`config.mk`:
```
export PLATFORM = sky130hd
export DESIGN_NAME = perceptron_engine
export DESIGN_NICKNAME = d
export VERILOG_FILES = /design/src/rtl/perceptron_pkg.sv /design/src/rtl/perceptron_dot.sv /design/src/rtl/perceptron_engine.sv
export SDC_FILE = /design/constraint.sdc
export NUM_CORES = 2
export LEC_CHECK = 0
export ABC_AREA = 1
export ABC_CLOCK_PERIOD_IN_PS = 29100
export CAP_MARGIN = 25
export CELL_PAD_IN_SITES_DETAIL_PLACEMENT = 1
export CELL_PAD_IN_SITES_GLOBAL_PLACEMENT = 2
export CORE_ASPECT_RATIO = 2
export CORE_MARGIN = 2
export CORE_UTILIZATION = 42
export CTS_CLUSTER_DIAMETER = 200
export DETAILED_ROUTE_END_ITERATION = 12
export MAX_ROUTING_LAYER = met4
export PLACE_DENSITY_LB_ADDON = 0.1
export SETUP_SLACK_MARGIN = 0.02
export SYNTH_ARGS = -nofsm -noshare
export SYNTH_HDL_FRONTEND = slang
export SYNTH_SLANG_ARGS = --single-unit
export TNS_END_PERCENT = 20
```
`constraint.sdc`:
```
create_clock -name clk -period 29.1 [get_ports clk]
set_clock_uncertainty 0.15 [all_clocks]
set_input_delay 4.365 -clock clk [delete_from_list [all_inputs] [get_ports clk]]
set_output_delay 4.365 -clock clk [all_outputs]
set_load 0.02 [all_outputs]
```
`src/rtl/perceptron_pkg.sv`:
```
// rtl/perceptron_pkg.sv - perceptron predictor sizing, types and saturating weight step
package perceptron_pkg;

  localparam int W_BITS      = 8;
  localparam int HIST_LEN    = 12;
  localparam int NUM_ENTRIES = 16;
  localparam int IDX_W       = $clog2(NUM_ENTRIES);
  localparam int THETA       = 37;
  localparam int SUM_W       = W_BITS + $clog2(HIST_LEN + 1) + 1;

  typedef logic signed [W_BITS-1:0] weight_t;
  typedef logic signed [SUM_W-1:0]  sum_t;

  typedef enum logic [1:0] {
    IDLE,
    CALC,
    WRITE
  } train_state_e;

  localparam weight_t W_MAX = {1'b0, {(W_BITS-1){1'b1}}};
  localparam weight_t W_MIN = {1'b1, {(W_BITS-1){1'b0}}};

  // One +/-1 step that sticks at the rails instead of wrapping
  function automatic weight_t sat_step(weight_t w, logic up);
    if (up) begin
      return (w == W_MAX) ? w : w + weight_t'(1);
    end
    return (w == W_MIN) ? w : w - weight_t'(1);
  endfunction

endpackage

```
`src/rtl/perceptron_dot.sv`:
```
// rtl/perceptron_dot.sv - combinational bias plus signed history dot product
module perceptron_dot
  import perceptron_pkg::*;
(
  input  weight_t             weights [HIST_LEN+1],
  input  logic [HIST_LEN-1:0] ghr,
  output sum_t                sum
);

  // History bit 1 adds its weight, bit 0 subtracts it; the sum width cannot overflow
  always_comb begin
    sum = sum_t'(weights[0]);
    for (int i = 0; i < HIST_LEN; i++) begin
      if (ghr[i]) begin
        sum = sum + sum_t'(weights[i+1]);
      end else begin
        sum = sum - sum_t'(weights[i+1]);
      end
    end
  end

endmodule

```
`src/rtl/perceptron_engine.sv`:
```
// rtl/perceptron_engine.sv - perceptron weight table with predict port and train FSM (option: PTABLE_BYPASS_EN)
module perceptron_engine
  import perceptron_pkg::*;
(
  input  logic                clk,
  input  logic                rst,
  input  logic                pred_req,
  input  logic [IDX_W-1:0]    pred_index,
  input  logic [HIST_LEN-1:0] pred_ghr,
  output logic                pred_valid,
  output logic                pred_taken,
  output sum_t                pred_sum,
  input  logic                upd_valid,
  output logic                upd_ready,
  input  logic [IDX_W-1:0]    upd_index,
  input  logic [HIST_LEN-1:0] upd_ghr,
  input  sum_t                upd_sum,
  input  logic                upd_outcome,
  output logic [15:0]         train_cnt
);

  localparam logic [SUM_W:0] THETA_W = (SUM_W + 1)'(THETA);

  weight_t             table_q [NUM_ENTRIES][HIST_LEN+1];
  weight_t             row_q   [HIST_LEN+1];
  weight_t             new_row [HIST_LEN+1];
  weight_t             pred_row[HIST_LEN+1];
  train_state_e        state_q;
  logic [IDX_W-1:0]    idx_q;
  logic [HIST_LEN-1:0] ghr_q;
  sum_t                usum_q;
  logic                outcome_q;
  logic [SUM_W:0]      abs_sum;
  logic                do_train;
  sum_t                dot_sum;

  assign upd_ready = (state_q == IDLE);

  // Saturating update of the row captured in CALC, written back in WRITE
  always_comb begin
    new_row[0] = sat_step(row_q[0], outcome_q);
    for (int i = 0; i < HIST_LEN; i++) begin
      new_row[i+1] = sat_step(row_q[i+1], ghr_q[i] == outcome_q);
    end
  end

  // Train on a mispredict or a low-confidence sum; magnitude is one bit wider so the most-negative sum is safe
  always_comb begin
    abs_sum  = usum_q[SUM_W-1] ? -{usum_q[SUM_W-1], usum_q} : {usum_q[SUM_W-1], usum_q};
    do_train = ((~usum_q[SUM_W-1]) != outcome_q) | (abs_sum <= THETA_W);
  end

  // Row seen by the predict path, optionally forwarding the row being written this cycle
  always_comb begin
    pred_row = table_q[pred_index];
`ifdef PTABLE_BYPASS_EN
    if ((state_q == WRITE) && (pred_index == idx_q)) begin
      pred_row = new_row;
    end
`endif
  end

  perceptron_dot u_dot (
    .weights (pred_row),
    .ghr     (pred_ghr),
    .sum     (dot_sum)
  );

  // Registered prediction, one cycle after the request
  always_ff @(posedge clk or negedge rst) begin
    if (!rst) begin
      pred_valid <= 1'b0;
      pred_taken <= 1'b0;
      pred_sum   <= '0;
    end else begin
      pred_valid <= pred_req;
      if (pred_req) begin
        pred_sum   <= dot_sum;
        pred_taken <= ~dot_sum[SUM_W-1];
      end
    end
  end

  // Train FSM: latch request, read row and decide, then commit the saturated row
  always_ff @(posedge clk or negedge rst) begin
    if (!rst) begin
      state_q   <= IDLE;
      idx_q     <= '0;
      ghr_q     <= '0;
      usum_q    <= '0;
      outcome_q <= 1'b0;
      train_cnt <= '0;
      for (int c = 0; c <= HIST_LEN; c++) begin
        row_q[c] <= '0;
      end
      for (int r = 0; r < NUM_ENTRIES; r++) begin
        for (int c = 0; c <= HIST_LEN; c++) begin
          table_q[r][c] <= '0;
        end
      end
    end else begin
      case (state_q)
        IDLE: begin
          if (upd_valid) begin
            idx_q     <= upd_index;
            ghr_q     <= upd_ghr;
            usum_q    <= upd_sum;
            outcome_q <= upd_outcome;
            state_q   <= CALC;
          end
        end
        CALC: begin
          row_q   <= table_q[idx_q];
          state_q <= do_train ? WRITE : IDLE;
        end
        WRITE: begin
          table_q[idx_q] <= new_row;
          if (train_cnt != 16'hFFFF) begin
            train_cnt <= train_cnt + 16'd1;
          end
          state_q <= IDLE;
        end
        default: state_q <= IDLE;
      endcase
    end
  end

endmodule

```
==> impl_results.md <==
* Vias per Instance at ~6
* YS warnings at 0
* Die H at 717 um
* Critical path buffer and inverter count at 20
* TritonCTS clock tree: done
* Post-Syn Area at 0.107 sq mm
* Die area at 0.259 sq mm
* Mux share of post-synthesis cell area at 0.000187
* Largest family of logic cells by synthesized area: compound AO/OA/AOI/OAI gates
* Clock period minus worst slack at 17.77 ns
* # fillers at 30800
* Number of H-tree levels at 4
* Worst skew pair latency at 0.91 ns
* DRC Markers at 0
* Initial Util at 0.423
* Multi-input logic area at between 0.05 and 0.06 sq mm
* Setup Fix Bufs, Post-CTS at 0
* Top_reg_cell synth: dfrtp_1
* Kind of cell adding the most delay to the critical path: adder cells
* Layout area overhead at 8.68%
* First-pass GRT wire length at between 700 and 800 mm
* Core Box Area at roughly 0.25 sq mm
* Max-cap violation count at 0
* Asr flop ratio synth at 1.00
* Seq/Total Area, Yosys at 0.429
* Peak fanout along the critical path at 158
* DP HPWL at 304 mm
* Slew Viols, Final at 0
* CTS Buffer Depth at 4
* XOR/XNOR share of the synthesized area at 0.0280
* Seq cells post-synth at roughly 1800
* Clock net sink count at 1831
* Final wirelength at around 500 mm
* Total GRT Usage at 0.393
* Syn Nets at about 14000
* Sum of negative setup slack at 0 ns
* Complex-gate fraction of the synthesized area at 0.251
* Finish-stage setup viols at 0
* Synth unique cells at 65
* Wire per inst at between 20 and 30 um
* Startpoint types: input pin
* Avg Cell Area, Syn at 7.64 sq um
* Register area at about 0.046 sq mm
* Number of DRC violations after detailed-routing iteration 0 at 8571
* CTS Hold Bufs at 0
* Vias in the first global route at ~110k
* Worst path slowest cell: buf_4
* Final ANT Viol Nets at 0
* CTS buffer count at 189
* Critical Path RT at 29.68 ns
* Slew headroom at 0.195
* Measured slew at the worst slew-check pin at 1.21 ns
* Largest net degree at the start of global routing at 159
* Synth Instances at 14000
* IO buf count at 81
* Antenna violations before repair at 24
* RSZ-0062 raised after global routing: false
* RD Place Congestion at 0.901
* Synth Area in Adders at 0.0249
* Total number of vias at 104000
* Fmax at ~56 MHz
* CP peak stage delay at around 0.6 ns
* Tcrit/Tclk final at 0.611
* Fin nets at 13700
* Hold Path Class: reg2reg
* Number of synthesized flops with an enable pin at 0
* Outcome: complete, no violations
* Most common cell on crit path: inv_1
* Final Hold Viols at 0
* Commonest non-fill, non-tap cell in the layout: nand2_1
* Critical path type: in2reg
* Crit end category: register
* Worst EP arrival at 18.35 ns
* I/O pin cnt at 82
* TritonRoute pass-1 iters at 6
* Clock root buffer: clkbuf_16
* Share of cells above drive strength 1 at 0.0549
* Post-Synth Simple-Gate Area at 0.163
* DIE WIDTH at 361 um
* Commonest non-fill, non-tap cells in the layout: nand2_1 (2861), o21ai_0 (2289), dfrtp_1 (1828)
* CTS clk-pin slew, worst paths at 0.07 ns
* Resized cells post-CTS at 0
* GRT overflow at 0
* FP Rows at 261
## state kept, by name, summed over array words and instances (netlist names)
name / count
ghr_q: 12
idx_q: 4
outcome_q: 1
pred_sum: 13
pred_taken: 1
pred_valid: 1
row_q: 104
state_q: 2
table_q: 1664
train_cnt: 16
usum_q: 13
## layout make-up
class,instances,share of cell area
Clock buffer,266,0.0469
Timing Repair Buffer,370,0.0292
Multi-Input combinational cell,9453,0.432
Sequential cell,1831,0.395
Inverter,1614,0.0532
Antenna cell,14,0.000302
Clock inverter,62,0.00793
Tap cell,3287,0.0354
## tightest hold or removal path, stage by stage, from the launching register on
cell	delay, ns
dfrtp_1	0.34
nand2_1	0.05
o21ai_0	0.06
## Yosys cell counts (3+ instances only)
library cell	n	area [sq um]
o21ai_1	259	1300
nand2_2	12	75.1
clkinv_1	3	11.3
o221ai_1	279	2440
nand3_2	10	100
a21o_1	9	67.6
o21ai_0	2294	11500
xnor2_1	87	762
o31ai_1	12	90.1
nor3b_1	3	22.5
a22oi_1	416	3120
fa_1	12	240
xor2_1	253	2220
nand3_1	766	3830
a211oi_1	8	60.1
nor4_1	4	25.0
o2111ai_1	4	35.0
a41oi_1	104	911
nor3_2	12	120
nor3_1	77	385
nor2_2	12	75.1
inv_2	42	158
a21oi_1	871	4360
inv_1	1567	5880
or2_1	4	25.0
nand2_1	2862	10700
buf_4	57	428
o211ai_1	330	2480
dfrtp_1	1831	45800
buf_1	78	293
o32ai_2	4	65.1
buf_2	144	721
ha_1	193	2410
buf_6	74	833
o21a_1	3	22.5
o32ai_1	7	61.3
nor2_1	453	1700
clkbuf_1	723	2710
a31oi_1	19	119
o21bai_1	18	135
nand4_1	31	194
## path summary, 6_finish.rpt
kind | startpoint | endpoint | slack (ns) | depth (start not counted)
max reg2reg | table_q[192] | pred_sum[12] | 16.00 | 71
min reg2reg | table_q[1385] | table_q[1385] | 0.34 | 2
min in group asynchronous | rst | table_q[660] | 3.36 | 1
max | pred_index[0] | pred_sum[12] | 11.33 | 71
min | table_q[1385] | table_q[1385] | 0.34 | 2
max in group asynchronous | rst | table_q[311] | 20.30 | 7
## cells by family after synthesis
kind of cell    after synthesis
mux                           2
fa+ha+maj                   205
simple gates               4259
buf+inv                    2693
xor+xnor                    341
flops                      1831
compound gates             4646
## metrics by stage
step | util | worst slack [ns] | area [sq um] | std cells | hold WS [ns]
floorplan | - | 13.23 | 107000 | 14000 | 0.303
global placement | 0.433 | 10.80 | 109000 | 16500 | 0.317
detailed placement | 0.434 | 10.69 | 110000 | 16500 | 0.321
CTS | 0.459 | 11.51 | 116000 | 16900 | 0.336
global route | 0.459 | 10.39 | 116000 | 16900 | 0.366
finish | 0.459 | 11.33 | 116000 | 16900 | 0.337
## per-layer routing
layer  track usage  vias up  share of wire
met3        0.0545     1365          0.058
met4         0.278        0          0.085
li1              -    46000              -
met2         0.661     3636           0.49
met5             -        -              0
met1         0.427    53500           0.37
Power is left out: the tool's default activity adds up to more than one toggle a clock period on the data nets, which glitch-free logic cannot reach.
